**src/rtl/mem_pkg.sv**
```systemverilog
// Shared types and constants for the two-port RAM arbiter.
package mem_pkg;

  // Controller states: wait for a request, hold the RAM inputs, report completion.
  typedef enum logic [1:0] {
    IDLE   = 2'd0,
    ACCESS = 2'd1,
    RESP   = 2'd2
  } state_e;

  // Requester identities: instruction fetch (read-only) and load/store.
  typedef enum logic {
    PORT_IF = 1'b0,
    PORT_LS = 1'b1
  } port_e;

  // The chip select is the top CHIP_FIELD_W bits of the address.
  localparam int CHIP_FIELD_W = 8;

endpackage

```
**src/rtl/mem_arbiter_rr_arb2.sv**
```systemverilog
// Two-way round-robin picker; remembers the last granted port so ties alternate.
module rr_arb2
  import mem_pkg::*;
(
  input  logic       clk,
  input  logic       reset,
  input  logic [1:0] req_i,
  input  logic       grant_en_i,
  output logic       grant_valid_o,
  output port_e      grant_port_o
);

  port_e lastGrant_q;

  // Pick the sole requester, or on a tie the port that did not win last time.
  always_comb begin
    grant_valid_o = |req_i;
    grant_port_o  = PORT_IF;
    if (req_i == 2'b11) begin
      grant_port_o = (lastGrant_q == PORT_LS) ? PORT_IF : PORT_LS;
    end else if (req_i[1]) begin
      grant_port_o = PORT_LS;
    end
  end

  // Remember every issued grant; reset favours port 0 on the first tie.
  always_ff @(posedge clk or posedge reset) begin
    if (reset) begin
      lastGrant_q <= PORT_LS;
    end else if (grant_en_i && grant_valid_o) begin
      lastGrant_q <= grant_port_o;
    end
  end

endmodule

```
**src/rtl/mem_arbiter.sv**
```systemverilog
// Shares one level-sensitive 8-chip RAM between the fetch port and the load/store port.
module mem_arbiter
  import mem_pkg::*;
#(
  parameter int ADDR_W        = 32,
  parameter int DATA_W        = 32,
  parameter int NUM_CHIPS     = 8,
  parameter int ACCESS_CYCLES = 2
) (
  input  logic              clk,
  input  logic              reset,
  input  logic              if_req,
  input  logic [ADDR_W-1:0] if_addr,
  output logic              if_ack,
  output logic [DATA_W-1:0] if_rdata,
  output logic              if_err,
  input  logic              ls_req,
  input  logic              ls_we,
  input  logic [ADDR_W-1:0] ls_addr,
  input  logic [DATA_W-1:0] ls_wdata,
  output logic              ls_ack,
  output logic [DATA_W-1:0] ls_rdata,
  output logic              ls_err,
  output logic [ADDR_W-1:0] mem_addr,
  output logic [DATA_W-1:0] mem_wdata,
  output logic              mem_rw,
  input  logic [DATA_W-1:0] mem_rdata
);

  localparam int CNT_W = (ACCESS_CYCLES > 1) ? $clog2(ACCESS_CYCLES) : 1;
  localparam logic [CNT_W-1:0] CNT_LOAD = CNT_W'(ACCESS_CYCLES - 1);
  localparam logic [CHIP_FIELD_W-1:0] CHIP_LIMIT = CHIP_FIELD_W'(NUM_CHIPS);

  state_e            state_q;
  port_e             port_q;
  logic [CNT_W-1:0]  cnt_q;
  logic              ifAck_q, lsAck_q, ifErr_q, lsErr_q, memRw_q;
  logic [DATA_W-1:0] ifRdata_q, lsRdata_q, memWdata_q;
  logic [ADDR_W-1:0] memAddr_q;

  logic              grantValid;
  port_e             grantPort;
  logic [ADDR_W-1:0] selAddr;
  logic              selWe;
  logic              selBad;

  rr_arb2 uArb (
    .clk           (clk),
    .reset         (reset),
    .req_i         ({ls_req, if_req}),
    .grant_en_i    (state_q == IDLE),
    .grant_valid_o (grantValid),
    .grant_port_o  (grantPort)
  );

  // Steer the winning port's request fields and decode whether its chip exists.
  always_comb begin
    selAddr = (grantPort == PORT_LS) ? ls_addr : if_addr;
    selWe   = (grantPort == PORT_LS) && ls_we;
    selBad  = selAddr[ADDR_W-1 -: CHIP_FIELD_W] >= CHIP_LIMIT;
  end

  // Access sequencer: latch on grant, hold the RAM inputs, then pulse the ack.
  always_ff @(posedge clk or posedge reset) begin
    if (reset) begin
      state_q    <= IDLE;
      port_q     <= PORT_IF;
      cnt_q      <= '0;
      ifAck_q    <= 1'b0;
      lsAck_q    <= 1'b0;
      ifErr_q    <= 1'b0;
      lsErr_q    <= 1'b0;
      ifRdata_q  <= '0;
      lsRdata_q  <= '0;
      memRw_q    <= 1'b0;
      memAddr_q  <= '0;
      memWdata_q <= '0;
    end else begin
      ifAck_q <= 1'b0;
      lsAck_q <= 1'b0;
      case (state_q)
        IDLE: begin
          if (grantValid) begin
            port_q <= grantPort;
            if (selBad) begin
              state_q <= RESP;
              if (grantPort == PORT_LS) begin
                lsAck_q   <= 1'b1;
                lsErr_q   <= 1'b1;
                lsRdata_q <= '0;
              end else begin
                ifAck_q   <= 1'b1;
                ifErr_q   <= 1'b1;
                ifRdata_q <= '0;
              end
            end else begin
              state_q   <= ACCESS;
              cnt_q     <= CNT_LOAD;
              memAddr_q <= selAddr;
              memRw_q   <= selWe;
              if (grantPort == PORT_LS) begin
                memWdata_q <= ls_wdata;
              end
            end
          end
        end
        ACCESS: begin
          if (cnt_q == '0) begin
            state_q <= RESP;
            memRw_q <= 1'b0;
            if (port_q == PORT_LS) begin
              lsAck_q <= 1'b1;
              lsErr_q <= 1'b0;
              if (!memRw_q) begin
                lsRdata_q <= mem_rdata;
              end
            end else begin
              ifAck_q <= 1'b1;
              ifErr_q <= 1'b0;
              if (!memRw_q) begin
                ifRdata_q <= mem_rdata;
              end
            end
          end else begin
            cnt_q <= cnt_q - CNT_W'(1);
          end
        end
        RESP: begin
          state_q <= IDLE;
        end
        default: begin
          state_q <= IDLE;
        end
      endcase
    end
  end

  assign if_ack    = ifAck_q;
  assign if_err    = ifErr_q;
  assign if_rdata  = ifRdata_q;
  assign ls_ack    = lsAck_q;
  assign ls_err    = lsErr_q;
  assign ls_rdata  = lsRdata_q;
  assign mem_rw    = memRw_q;
  assign mem_addr  = memAddr_q;
  assign mem_wdata = memWdata_q;

endmodule

```
**config.mk**
```make
export PLATFORM = sky130hd
export DESIGN_NAME = mem_arbiter
export DESIGN_NICKNAME = d
export VERILOG_FILES = /design/src/rtl/mem_pkg.sv /design/src/rtl/mem_arbiter_rr_arb2.sv /design/src/rtl/mem_arbiter.sv
export SDC_FILE = /design/constraint.sdc
export NUM_CORES = 1
export LEC_CHECK = 0
export ABC_AREA = 0
export CORE_MARGIN = 2
export CORE_UTILIZATION = 41
export CTS_CLUSTER_SIZE = 10
export DETAILED_ROUTE_END_ITERATION = 8
export PLACE_DENSITY = 0.81
export SLEW_MARGIN = 15
export SYNTH_ARGS = -nofsm -noshare
export SYNTH_HDL_FRONTEND = slang
export SYNTH_SLANG_ARGS = --single-unit
```
**constraint.sdc**
```tcl
create_clock -name clk -period 6.39 [get_ports clk]
set_input_delay 1.278 -clock clk [delete_from_list [all_inputs] [get_ports clk]]
set_output_delay 1.278 -clock clk [all_outputs]
set_load 0.05 [all_outputs]
```
After elaboration in Yosys (flattened, before gate mapping)

Cells that the tools add are included.

Word-level logic and storage cells: 95
Register bits: 138
Output and inout port bits: 133
Input port bits: 133

Magnitude comparators: 1
Bitwise logic cells: 1
Equal/unequal tests: 11
Add/subtract/negate cells: 1
Multiplexer cells: 53
Reduce and logical (&&, ||, !) cells: 15

Operators with widths:

| kind                                                                                 | count |
|---|---|
| 32-bit two-way mux                                                                   | 12 |
| 32-bit one-hot mux with 2 select lines                                               | 2 |
| 1-bit two-way mux                                                                    | 29 |
| 2-bit != test (second input constant)                                                | 9 |
| 7-bit AND reduction                                                                  | 2 |
| 1-bit one-hot mux with 2 select lines                                                | 6 |
| 6-bit AND reduction                                                                  | 2 |
| 8-bit by 4-bit greater-or-equal comparator with 1-bit output (second input constant) | 1 |
| 4-bit AND reduction                                                                  | 2 |
| 2-bit two-way mux                                                                    | 3 |
| 3-bit AND reduction                                                                  | 2 |
| 2-bit one-hot mux with 2 select lines                                                | 1 |
| 2-bit AND reduction                                                                  | 2 |
| 2-bit by 1-bit == test with 1-bit output (second input constant)                     | 1 |
| 2-bit == test (second input constant)                                                | 1 |
| 1-bit logical AND                                                                    | 2 |
| 2-bit logical NOT                                                                    | 1 |
| 2-bit nonzero test                                                                   | 1 |
| 2-bit OR reduction                                                                   | 1 |
| 1-bit NOT                                                                            | 1 |
| 1-bit subtractor (second input constant)                                             | 1 |

Depth between registers and ports, before layout

Gate-level depths: netlist of the first run.

Depth in word-level cells: 7
Gate-level depth with buffers: 7
Gate-level depth less buffers: 4

Hierarchy

From an unflattened synthesis of the first run, not the netlist that was laid out.

Cell total of the unflattened synthesis: 369
Area, all modules: 5,587.9 µm²

By module, submodules not included:

| module      | sequential area each (µm²) | times used | area an instance (µm²) | cells each |
|---|---|---|---|---|
| mem_arbiter | 3,428.3                    | 1          | 5,532.8                | 363 |
| rr_arb2     | 26.3                       | 1          | 55.1                   | 6 |

Least setup slack after synthesis of the first run

No wires, ideal clock.

Path kind: input -> register
Start point: input ls_addr[31]
End point: register memAddr_q[10] (netlist: mem_addr[10])
Required time: 6.265 ns
Path buffers: 2
Slack: 3.745 ns
Data arrival time: 2.520 ns
Setup time: 0.125 ns
Cell stages on the path: 6
Cells stage by stage: nor3_1 nand4_2 o31a_1 buf_2 buf_6 mux2_4

Word-level cells in the longest chain between the ends: 4

Ends and longest elaborated chain:

| item                                                         | line              | text |
|---|---|---|
| start, declared                                              | mem_arbiter.sv:19 | `input logic [ADDR_W-1:0] ls_addr,` |
| 32-bit two-way mux                                           | mem_arbiter.sv:58 | `selAddr = (grantPort == PORT_LS) ? ls_addr : if_addr;` |
| 8-bit by 4-bit greater-or-equal comparator with 1-bit output | mem_arbiter.sv:60 | `selBad = selAddr[ADDR_W-1 -: CHIP_FIELD_W] >= CHIP_LIMIT;` |
| 1-bit NOT (no source line)                                   | --                |  |
| 3-bit AND reduction (no source line)                         | --                |  |
| end signal, assigned                                         | mem_arbiter.sv:99 | `memAddr_q <= selAddr;` |
| end, declared                                                | mem_arbiter.sv:39 | `logic [ADDR_W-1:0] memAddr_q;` |

Every way passes these cells.
A chain may end at the register's enable or synchronous reset.

Worst setup path after layout of the first run

Start point: input ls_req
End point: register memAddr_q[25] (netlist: mem_addr[25])

Word-level cells in the longest chain between the ends: 6
Elaborated cells on any way between the ends: 8
Classes of those cells: 1 x order compare; 1 x eq/ne; 3 x mux; 1 x bitwise; 2 x reduce/logical

Ends and longest elaborated chain:

| item                                                         | line                                                 | text |
|---|---|---|
| start, declared                                              | mem_arbiter.sv:17                                    | `input logic ls_req,` |
| 2-bit == test / 1-bit two-way mux (equally long branches)    | mem_arbiter_rr_arb2.sv:19, mem_arbiter_rr_arb2.sv:21 |  |
| 1-bit two-way mux                                            | mem_arbiter_rr_arb2.sv:19                            | `if (req_i == 2'b11) begin` |
| 32-bit two-way mux                                           | mem_arbiter.sv:58                                    |  |
| 8-bit by 4-bit greater-or-equal comparator with 1-bit output | mem_arbiter.sv:60                                    |  |
| 1-bit NOT (no source line)                                   | --                                                   |  |
| 3-bit AND reduction (no source line)                         | --                                                   |  |

Several ways; a longest one is shown, not always the timed one.

==> results.md, run 1 <==
* Slew headroom at 25.29%
* Worst hold path depth at 1
* Yosys reg bits at 138
* FILL cells at 948
* Comb pwr share at 31.7%
* Largest net degree at the start of global routing at 113
* Post-DP Area at 8358 um^2
* Die area at 14,440 um^2
* Worst-skew pair later-pin latency at 0.41 ns
* Initial antenna violation count at 0
* Ys Warns at 0
* Finished Cell Area at 8952 um^2
* Final ANT Viol Nets at 0
* Net switching fraction of the power at 32.36%
* Die W at 120.2 um
* Placed cell count at 788
* Reg2reg setup slack at 3.59 ns
* Register area at 3455 um^2
* Dpl hpwl at 10.84 mm
* Fin util at 67.87%
* Port-buffer cells at 265
* Cells after Synth at 364
* Total Power at 0.002992 W
* Worst-path clk slew at 0.06 ns
* Slew Limit Fails at 0
* I/O Pins at 266
* TritonCTS clock tree: yes
* First-pass GRT wire length at 23.48 mm
* Period minus WS final at 3.802 ns
* Max Cap Viol at 0
* Clock Path Buffers at 2
* CTS H-Tree Depth at 4
* Row Count at 42
* Initial cell density of the core at 41.95%
* Seq/Total Area, Yosys at 62.44%
* Outcome: finished clean
* Power Dens Cells at 334.2 nW/um^2
* Post-CTS Setup Bufs at 0
* Worst r2r src: uArb.lastGrant_q
* CTS resizes at 0
* Worst R2R Path Depth at 5
* Switching power at 0.0009681 W
* CTS Hold Buffers Added at 0
* Root buffer cell: clkbuf_16
* Clock power frac at 32.5%
* Worst setup path class: in2reg
* Leakage power at 4.039 nW
* Vias in the first global route at 4,374
* VDD IR max at 0.2731 mV
* Area growth syn-to-layout at 61.80%
* Multi-input logic area at 1973 um^2
* Placeable core area at 13,190 um^2
* Class of the worst hold path: reg2reg
* Fin. Hold Viols at 0
* Wirelength, routed at 14.89 mm
* RSZ-0062 raised after global routing: false
* Synth Cell Area at 5533 um^2
* Worst Clk Skew at 0.01262 ns
* Clock tree sinks at 138
* Initial drt markers at 260
* Ys async rst share at 100.0%
* Critical path arrival at 4.09 ns
* Reg-to-Reg End: mem_addr[25]
* Grt ovf at 0
* Crit end category: flop
* Worst Tran Pin Value at 1.118 ns
* Post-route insts no fill at 819
* DRC viols at 0
* Share of layout cells above drive strength 1 at 20.53%
* Die H at 120.2 um
* Tot GR Track Use at 21.30%
* Number of distinct library cells after synthesis at 36
* CP max FO at 36
* Wirelength per Cell at 18.18 um
* FMAX at 263.0 MHz
* Vias post-DR at 4,173
* Final Net Count at 764
* ANT cells at 0
* WP data required at 6.68 ns
* Syn Nets at 497
* Synthesized area per cell at 15.20 um^2
* Final RePlAce weighted congestion at 0.7951
* HP Start: mem_addr[31]
* Hold Path End: mem_addr[31]
* Drt first pass iters at 4
* EDFF count, synth at 0
* Fin crit share at 59.51%
* Setup_tns at 0 ns
* Internal Power at 0.002024 W
* # setup viols final at 0
* Most used DFF post-synth: dfrtp_1
* CP Launch Type: primary input
* DR vias/cell at 5.095
* Cts bufs inserted at 17
* Power share of the sequential group at 35.8%
sequential cells by signal (all words and copies together), names as in the netlist:
name	flops
cnt_q	1
if_ack	1
if_err	1
if_rdata	32
ls_ack	1
ls_err	1
ls_rdata	32
mem_addr	32
mem_rw	1
mem_wdata	32
port_q	1
state_q	2
uArb.lastGrant_q	1
Yosys cell counts (2+ instances only):
cell type    n  area share [%]
buf_6        3            0.61
a22o_1      64              10
nor3_1       5            0.45
nor2_1       4            0.27
o21a_1       2            0.27
dfrtp_1    137              62
mux2_4      23             6.2
inv_1        2            0.14
buf_2       12             1.1
and2_1       7            0.79
clkbuf_1     5            0.34
buf_1        3            0.20
a211oi_1     2            0.27
o31ai_1      2            0.27
mux2_2      64              13
nand2_1      9            0.61
area by class of cell:
type                    instances  area share, %
flip-flops and latches        138          38.59
repair buffers                271          30.13
multi-input cells             201          22.04
clock buffers                  22          5.297
well taps                     176          2.460
clock inverters                 9          1.342
inverters                       2         0.1398
kinds of logic (layout without fill, tap and decap cells):
kind of cell | Yosys count | count (layout) | share of synthesized area [%]
buffers and inverters | 25 | 304 | 2.375
AND/OR/NAND/NOR | 33 | 33 | 3.324
multiplexers | 88 | 88 | 19.45
flip-flops | 138 | 138 | 62.44
AO/OA/AOI/OAI | 80 | 80 | 12.42
through the flow:
step / setup slack [ns] / hold slack (ns)
6_report: 2.588 / 0.4851
5_1_grt: 2.373 / 0.4986
4_1_cts: 2.583 / 0.4876
3_5_place_dp: 2.142 / 0.4698
3_3_place_gp: 2.236 / 0.4685
2_1_floorplan: 1.417 / 0.4884
power groups by stage:
| stage | Clock (W) | Combinational, W | Sequential (W) |
|---|---|---|---|
| floorplan | 0 | 0.000226 | 0.00144 |
| global placement | 0 | 0.000943 | 0.00108 |
| detailed placement | 0 | 0.000954 | 0.00108 |
| CTS | 0.000992 | 0.000955 | 0.00107 |
| global route | 0.00103 | 0.000990 | 0.00109 |
| finish | 0.000973 | 0.000948 | 0.00107 |
placed cells by master, fill, tap and decap left out, types with 3 or more instances in the layout:
cell type and count:
dfrtp_1 137, mux2_2 64, nand2_1 9, clkbuf_8 3, bufinv_16 3, clkbuf_16 17
nor3_1 5, mux2_4 23, clkdlybuf4s50_1 265, a22o_1 64, buf_4 6, clkinv_2 6
and2_1 7
metal layers:
layer  track usage, %  vias up  wire (um)
met5                0        -          0
met4            7.426        0        320
met3            7.937       21       1344
met2            34.80      215       7390
met1            25.96     2046       5838
li1                 -     1891          -
how the worst max path moves through the flow:
stage          slack (ns)   start            to
2_1_floorplan        1.42   reset         cnt_q
3_3_place_gp         2.24  ls_req  mem_addr[23]
3_5_place_dp         2.14  ls_req  mem_addr[25]
4_1_cts              2.58  ls_req  mem_addr[25]
5_1_grt              2.37  ls_req   ls_rdata[4]
6_report             2.59  ls_req  mem_addr[25]
critical path: stages:
cell,delay (ns)
clkdlybuf4s50_1,0.54
a21boi_4,0.90
o31a_2,0.93
mux2_2,0.43
Note: power is estimated with default switching activity, not from simulation.
==> inputs of run 2 (changes only) <==
Settings changed: CORE_UTILIZATION 41 to 37, PLACE_DENSITY 0.81 to 0.77.
Clock period 6.39 ns to 3.21 ns, I/O delays scaled along.
==> run 2 against run 1 <==
Net effect: routed wire length rose by 4.3%; count of clock-buffer cells in the layout fell by 3; sequential power rose by 99%; global-route usage fell by 1.8 points; flip-flop and latch count did not move; die area rose by 10%; critical endpoint is now if_rdata[11]; largest power group unchanged; highest routed layer unchanged.
==> results.md, run 2 (synthesized netlist as in run 1, its figures left out) <==
* Most Used Layer, Global Route: met2 (unchanged)
* Wirelength per Cell at 18.64 um (was 18.18 um)
* Clock power frac at 34.0% (was 32.5%)
* Share of layout cells above drive strength 1 at 21.42% (was 20.53%)
* Die area at 15,950 um^2 (was 14,440 um^2)
* Worst-skew pair later-pin latency at 0.41 ns (about the same)
* Initial cell density of the core at 37.92% (was 41.95%)
* Most frequent cells in the layout: clkdlybuf4s50_1 (265), dfrtp_1 (137), a22o_1 (64), mux2_2 (64), mux2_4 (23) (unchanged)
* Max Cap Viol at 0 (unchanged)
* Switching power at 0.002011 W (was 0.0009681 W)
* TritonCTS clock tree: yes (unchanged)
* Clock tree sinks at 138 (unchanged)
* Initial drt markers at 159 (was 260)
* Worst R2R Path Depth at 4 (was 5)
* Worst Tran Pin Value at 1.022 ns (was 1.118 ns)
* First-pass GRT wire length at 24.29 mm (was 23.48 mm)
* Internal Power at 0.004096 W (was 0.002024 W)
* Critical path arrival at 2.81 ns (was 4.09 ns)
* Leakage power at 4.073 nW (was 4.039 nW)
* Worst setup path class: in2reg (unchanged)
* Tot GR Track Use at 19.47% (was 21.30%)
* CTS H-Tree Depth at 4 (unchanged)
* CP max FO at 34 (was 36)
* Vias in the first global route at 4,555 (was 4,374)
* Crit end category: flop (unchanged)
* GR Util met3 at 6.457% (was 7.937%)
* Drt first pass iters at 4 (unchanged)
* Setup_tns at 0 ns (unchanged)
* RSZ-0062 raised after global routing: false (unchanged)
* GR Layer Usage met2 at 32.07% (was 34.80%)
* Worst r2r src: state_q[0] (was uArb.lastGrant_q)
* Vias post-DR at 4,240 (was 4,173)
* Largest net degree at the start of global routing at 44 (was 113)
* Die W at 126.3 um (was 120.2 um)
* Area growth syn-to-layout at 63.84% (was 61.80%)
* CTS resizes at 0 (unchanged)
* Fin util at 62.14% (was 67.87%)
* Root buffer cell: clkbuf_16 (unchanged)
* Hold Path End: mem_addr[30] (was mem_addr[31])
* Outcome: finished clean (unchanged)
* DRC viols at 0 (unchanged)
* Class of the worst hold path: reg2reg (unchanged)
* Row Count at 44 (was 42)
* Placeable core area at 14,590 um^2 (was 13,190 um^2)
* Reg2reg setup slack at 1.03 ns (was 3.59 ns)
* Worst-path clk slew at 0.06 ns (about the same)
* Fin crit share at 76.88%
* Power Dens Cells at 673.6 nW/um^2 (was 334.2 nW/um^2)
* Final RePlAce weighted congestion at 0.7769 (was 0.7951)
* Final ANT Viol Nets at 0 (unchanged)
* Initial antenna violation count at 0 (unchanged)
* Port-buffer cells at 265 (unchanged)
* Reg-to-Reg End: mem_addr[23] (was mem_addr[25])
* Post-CTS Setup Bufs at 0 (unchanged)
* Comb pwr share at 31.0% (was 31.7%)
* Met1 usage at 23.45% (was 25.96%)
* CTS Hold Buffers Added at 0 (unchanged)
* Commonest non-fill, non-tap cell in the layout: clkdlybuf4s50_1 (unchanged)
* Dpl hpwl at 11.37 mm (was 10.84 mm)
* Net switching fraction of the power at 32.93% (was 32.36%)
* Worst hold path depth at 1 (unchanged)
* DR vias/cell at 5.090 (was 5.095)
* I/O Pins at 266 (unchanged)
* Power share of the sequential group at 34.9% (was 35.8%)
* Period minus WS final at 2.468 ns
* Clock Path Buffers at 2 (unchanged)
* Grt ovf at 0 (unchanged)
* Wirelength, routed at 15.53 mm (was 14.89 mm)
* # setup viols final at 0 (unchanged)
* CP Launch Type: primary input (unchanged)
* Worst Clk Skew at 0.008510 ns (was 0.01262 ns)
* HP Start: mem_addr[30] (was mem_addr[31])
* Cts bufs inserted at 17 (unchanged)
* Slew Limit Fails at 0 (unchanged)
* Die H at 126.3 um (was 120.2 um)
* Final Net Count at 769 (was 764)
* Fin. Hold Viols at 0 (unchanged)
* Slew headroom at 31.87% (was 25.29%)
* FMAX at 405.2 MHz
* VDD IR max at 0.3681 mV (was 0.2731 mV)
* ANT cells at 0 (unchanged)
* WP data required at 3.55 ns (was 6.68 ns)
## run 2: how the worst max path moves through the flow
stage	start	endpoint	cells past startpoint
CTS	mem_rw	mem_rw	1
floorplan	reset	cnt_q	1
detailed placement	ls_req	if_rdata[29]	7
global placement	ls_addr[31]	mem_addr[12]	5
global route	ls_req	if_rdata[29]	7
finish	ls_req	if_rdata[11]	7
## run 2: worst max-delay path, stage by stage
cell and delay (ns):
clkdlybuf4s50_1 0.54, a21boi_4 0.23, buf_4 0.41, a211oi_1 0.15, o31ai_4 0.23, buf_4 0.38, a22o_1 0.21
## run 2: layout make-up
cell class | count | area (um^2)
fillers | 1133 | 5524
flip-flops and latches | 138 | 3455
repair buffers | 276 | 2760
multi-input cells | 201 | 1973
clock buffers | 19 | 442.9
well taps | 184 | 230.2
clock inverters | 13 | 192.7
inverters | 2 | 11.26
## run 2: power groups by stage
stage	Sequential (W)	Combinational, W	Clock, W
finish	0.00213	0.00189	0.00208
global route	0.00217	0.00198	0.00220
CTS	0.00214	0.00191	0.00212
detailed placement	0.00215	0.00191	0
global placement	0.00215	0.00188	0
floorplan	0.00286	0.000451	0
## run 2: per-layer routing
layer	vias up	wire, um
met5	-	0
met4	0	366
met3	28	1365
met2	219	7736
met1	2095	6059
li1	1898	-
## run 2: stage by stage
step	setup WS, ns	area, um^2	hold WS (ns)	std cells	power (W)
global route	0.6508	9065	0.5055	833	0.006340
detailed placement	0.3225	8429	0.4733	801	0.004064
finish	0.7421	9065	0.4830	833	0.006106
CTS	0.7464	9065	0.4894	833	0.006167
floorplan	0.8477	5537	0.4884	364	0.003313
global placement	0.4289	8429	0.4623	801	0.004031
==> inputs of run 3 (changes only) <==
Settings changed: CORE_UTILIZATION 37 to 41, PLACE_DENSITY 0.77 to 0.81.
Clock period 3.21 ns to 2.45 ns, I/O delays scaled along.
==> run 3 against run 2 <==
Net effect: routed wire length fell by 0.66%; clock power up 24%; count of clock-buffer cells in the layout decreased by 1; first-iteration DRC count is 53% higher; final cell count up 0.12%; flip-flop and latch count unchanged; die area down 9.5%; worst hold slack got worse by 0.0033 ns; critical path depth fell by 6; via count grew 0.61%; largest power group unchanged; highest routed layer unchanged.
==> results.md, run 3 (synthesized netlist as in run 1, its figures left out) <==
* Crit end category: primary output (was flop)
* CTS Hold Buffers Added at 0 (unchanged)
* Worst-skew pair later-pin latency at 0.41 ns (about the same)
* Outcome: finished clean (unchanged)
* Class of the worst hold path: reg2reg (unchanged)
* TritonCTS clock tree: yes (unchanged)
* Worst Tran Pin Value at 0.6258 ns (was 1.022 ns)
* Wirelength per Cell at 18.50 um (was 18.64 um)
* Finished Cell Area at 9128 um^2 (was 9065 um^2)
* Clock tree sinks at 138 (unchanged)
* Worst r2r src: state_q[0] (unchanged)
* Power share of the sequential group at 35.1% (was 34.9%)
* Clock Path Buffers at 2 (unchanged)
* Initial cell density of the core at 41.95% (was 37.92%)
* CTS resizes at 0 (unchanged)
* Critical path arrival at 1.78 ns (was 2.81 ns)
* CTS H-Tree Depth at 4 (unchanged)
* Placeable core area at 13,190 um^2 (was 14,590 um^2)
* End point of the critical path: mem_rw (was if_rdata[11])
* Final ANT Viol Nets at 0 (unchanged)
* Comb pwr share at 32.2% (was 31.0%)
* DR WL met3 at 1.234 mm (was 1.365 mm)
* Fin crit share at 92.81%
* Worst setup path class: reg2out (was in2reg)
* Vias post-DR at 4,266 (was 4,240)
* Commonest non-fill, non-tap cell in the layout: clkdlybuf4s50_1 (unchanged)
* Critical path buffer and inverter count at 1 (was 3)
* CP Launch Type: flop (was primary input)
* Post-CTS Setup Bufs at 0 (unchanged)
* Share of layout cells above drive strength 1 at 22.49% (was 21.42%)
* First-pass GRT wire length at 24.60 mm (was 24.29 mm)
* Routed metal-1 wirelength at 5.958 mm (was 6.059 mm)
* Row Count at 42 (was 44)
* ANT cells at 0 (unchanged)
* Fin. Hold Viols at 0 (unchanged)
* Net switching fraction of the power at 33.41% (was 32.93%)
* Die H at 120.2 um (was 126.3 um)
* Slew headroom at 58.28% (was 31.87%)
* Port-buffer cells at 265 (unchanged)
* Largest stage delay on the critical path at 0.89 ns (was 0.54 ns)
* CP max FO at 6 (was 34)
* Die W at 120.2 um (was 126.3 um)
* FMAX at 439.8 MHz
* Wirelength, routed at 15.43 mm (was 15.53 mm)
* Leakage power at 4.113 nW (was 4.073 nW)
* Reg2reg setup slack at 0.60 ns (was 1.03 ns)
* Worst R2R Path Depth at 5 (was 4)
* Initial drt markers at 243 (was 159)
* Stages on worst setup path at 1 (was 7)
* Final RePlAce weighted congestion at 0.7575 (was 0.7769)
* Cts bufs inserted at 17 (unchanged)
* RSZ-0062 raised after global routing: false (unchanged)
* Grt ovf at 0 (unchanged)
* Post-DP Area at 8524 um^2 (was 8429 um^2)
* Area growth syn-to-layout at 64.97% (was 63.84%)
* Largest net degree at the start of global routing at 90 (was 44)
* I/O Pins at 266 (unchanged)
* Vias in the first global route at 4,635 (was 4,555)
* Die area at 14,440 um^2 (was 15,950 um^2)
* Critical-path cell list: clkdlybuf4s50_1 (was clkdlybuf4s50_1 -> a21boi_4 -> buf_4 -> a211oi_1 -> o31ai_4 -> buf_4 -> a22o_1)
* Initial antenna violation count at 0 (unchanged)
* Period minus WS final at 2.274 ns
* Top Layer Used: met4 (unchanged)
* Reg-to-Reg End: if_rdata[9] (was mem_addr[23])
* Worst Clk Skew at 0.003736 ns (was 0.008510 ns)
* Final Net Count at 778 (was 769)
* Clock power frac at 32.7% (was 34.0%)
* DR vias/cell at 5.115 (was 5.090)
* Delay-heaviest family, CP: buffers and inverters (unchanged)
* Root buffer cell: clkbuf_16 (unchanged)
* Power Dens Cells at 866.5 nW/um^2 (was 673.6 nW/um^2)
* VDD IR max at 0.6313 mV (was 0.3681 mV)
* Switching power at 0.002643 W (was 0.002011 W)
* Tot GR Track Use at 22.24% (was 19.47%)
* Drt first pass iters at 4 (unchanged)
* Worst-path clk slew at 0.06 ns (about the same)
* Slew Limit Fails at 0 (unchanged)
* DRC viols at 0 (unchanged)
* Dpl hpwl at 11.14 mm (was 11.37 mm)
* DR WL met2 at 7.781 mm (was 7.736 mm)
* # setup viols final at 0 (unchanged)
* CP max-delay cell: clkdlybuf4s50_1 (unchanged)
* Setup_tns at 0 ns (unchanged)
* Internal Power at 0.005266 W (was 0.004096 W)
* Max Cap Viol at 0 (unchanged)
* Setup crit start: mem_rw (was ls_req)
* Most frequent cells in the layout: clkdlybuf4s50_1 (265), dfrtp_1 (137), a22o_1 (64), mux2_2 (64), mux2_4 (23) (unchanged)
* WP data required at 1.96 ns (was 3.55 ns)
## run 3: cell types whose count changed in the layout (fill, tap and decap cells not counted), sizes merged
cell | before | now
buf | 11 | 20
bufinv | 4 | 3
clkbuf | 19 | 18
clkinv | 5 | 6
clkinvlp | 3 | 5
inv | 3 | 2
## run 3: metal layers
metal | up-vias | GRT usage, %
met5 | - | 0
met4 | 0 | 9.926
met3 | 30 | 6.844
met2 | 189 | 37.14
met1 | 2131 | 26.39
li1 | 1916 | -
## run 3: layout make-up
type	count	area, um^2
clock buffer	18	429.2
clock inverter	14	173.9
fill	961	4063
inverter	2	11.26
multi-input combinational	201	1973
sequential	138	3455
tap	176	220.2
timing repair buffer	285	2865
## run 3: power groups by stage
stage                     clock (W)  combinational, W  sequential (W)
after floorplan                   0          0.000591         0.00375
after global placement            0           0.00252         0.00280
after detailed placement          0           0.00257         0.00281
after CTS                   0.00264           0.00257         0.00278
after global routing        0.00276           0.00266         0.00282
final                       0.00258           0.00255         0.00278
## run 3: how the worst min path moves through the flow
stage                              end  depth (start not counted)         start
after floorplan                 port_q                          1        port_q
after global placement          ls_err                          2        ls_err
after detailed placement  mem_addr[28]                          1  mem_addr[28]
after CTS                 mem_addr[29]                          1  mem_addr[29]
after global routing      mem_addr[28]                          1  mem_addr[28]
final                     mem_addr[29]                          1  mem_addr[29]
## run 3: stage by stage
stage                     setup slack [ns]  std cells  hold slack [ns]  power [W]  utilization, %
after global routing                0.1208        834           0.4967   0.008243           69.20
after detailed placement           0.01182        802           0.4702   0.005376           64.63
after global placement             0.06435        802           0.4611   0.005320           64.63
after CTS                           0.1571        834           0.4886   0.007990           69.20
after floorplan                     0.2397        364           0.4884   0.004341               -
final                               0.1760        834           0.4797   0.007909           69.20
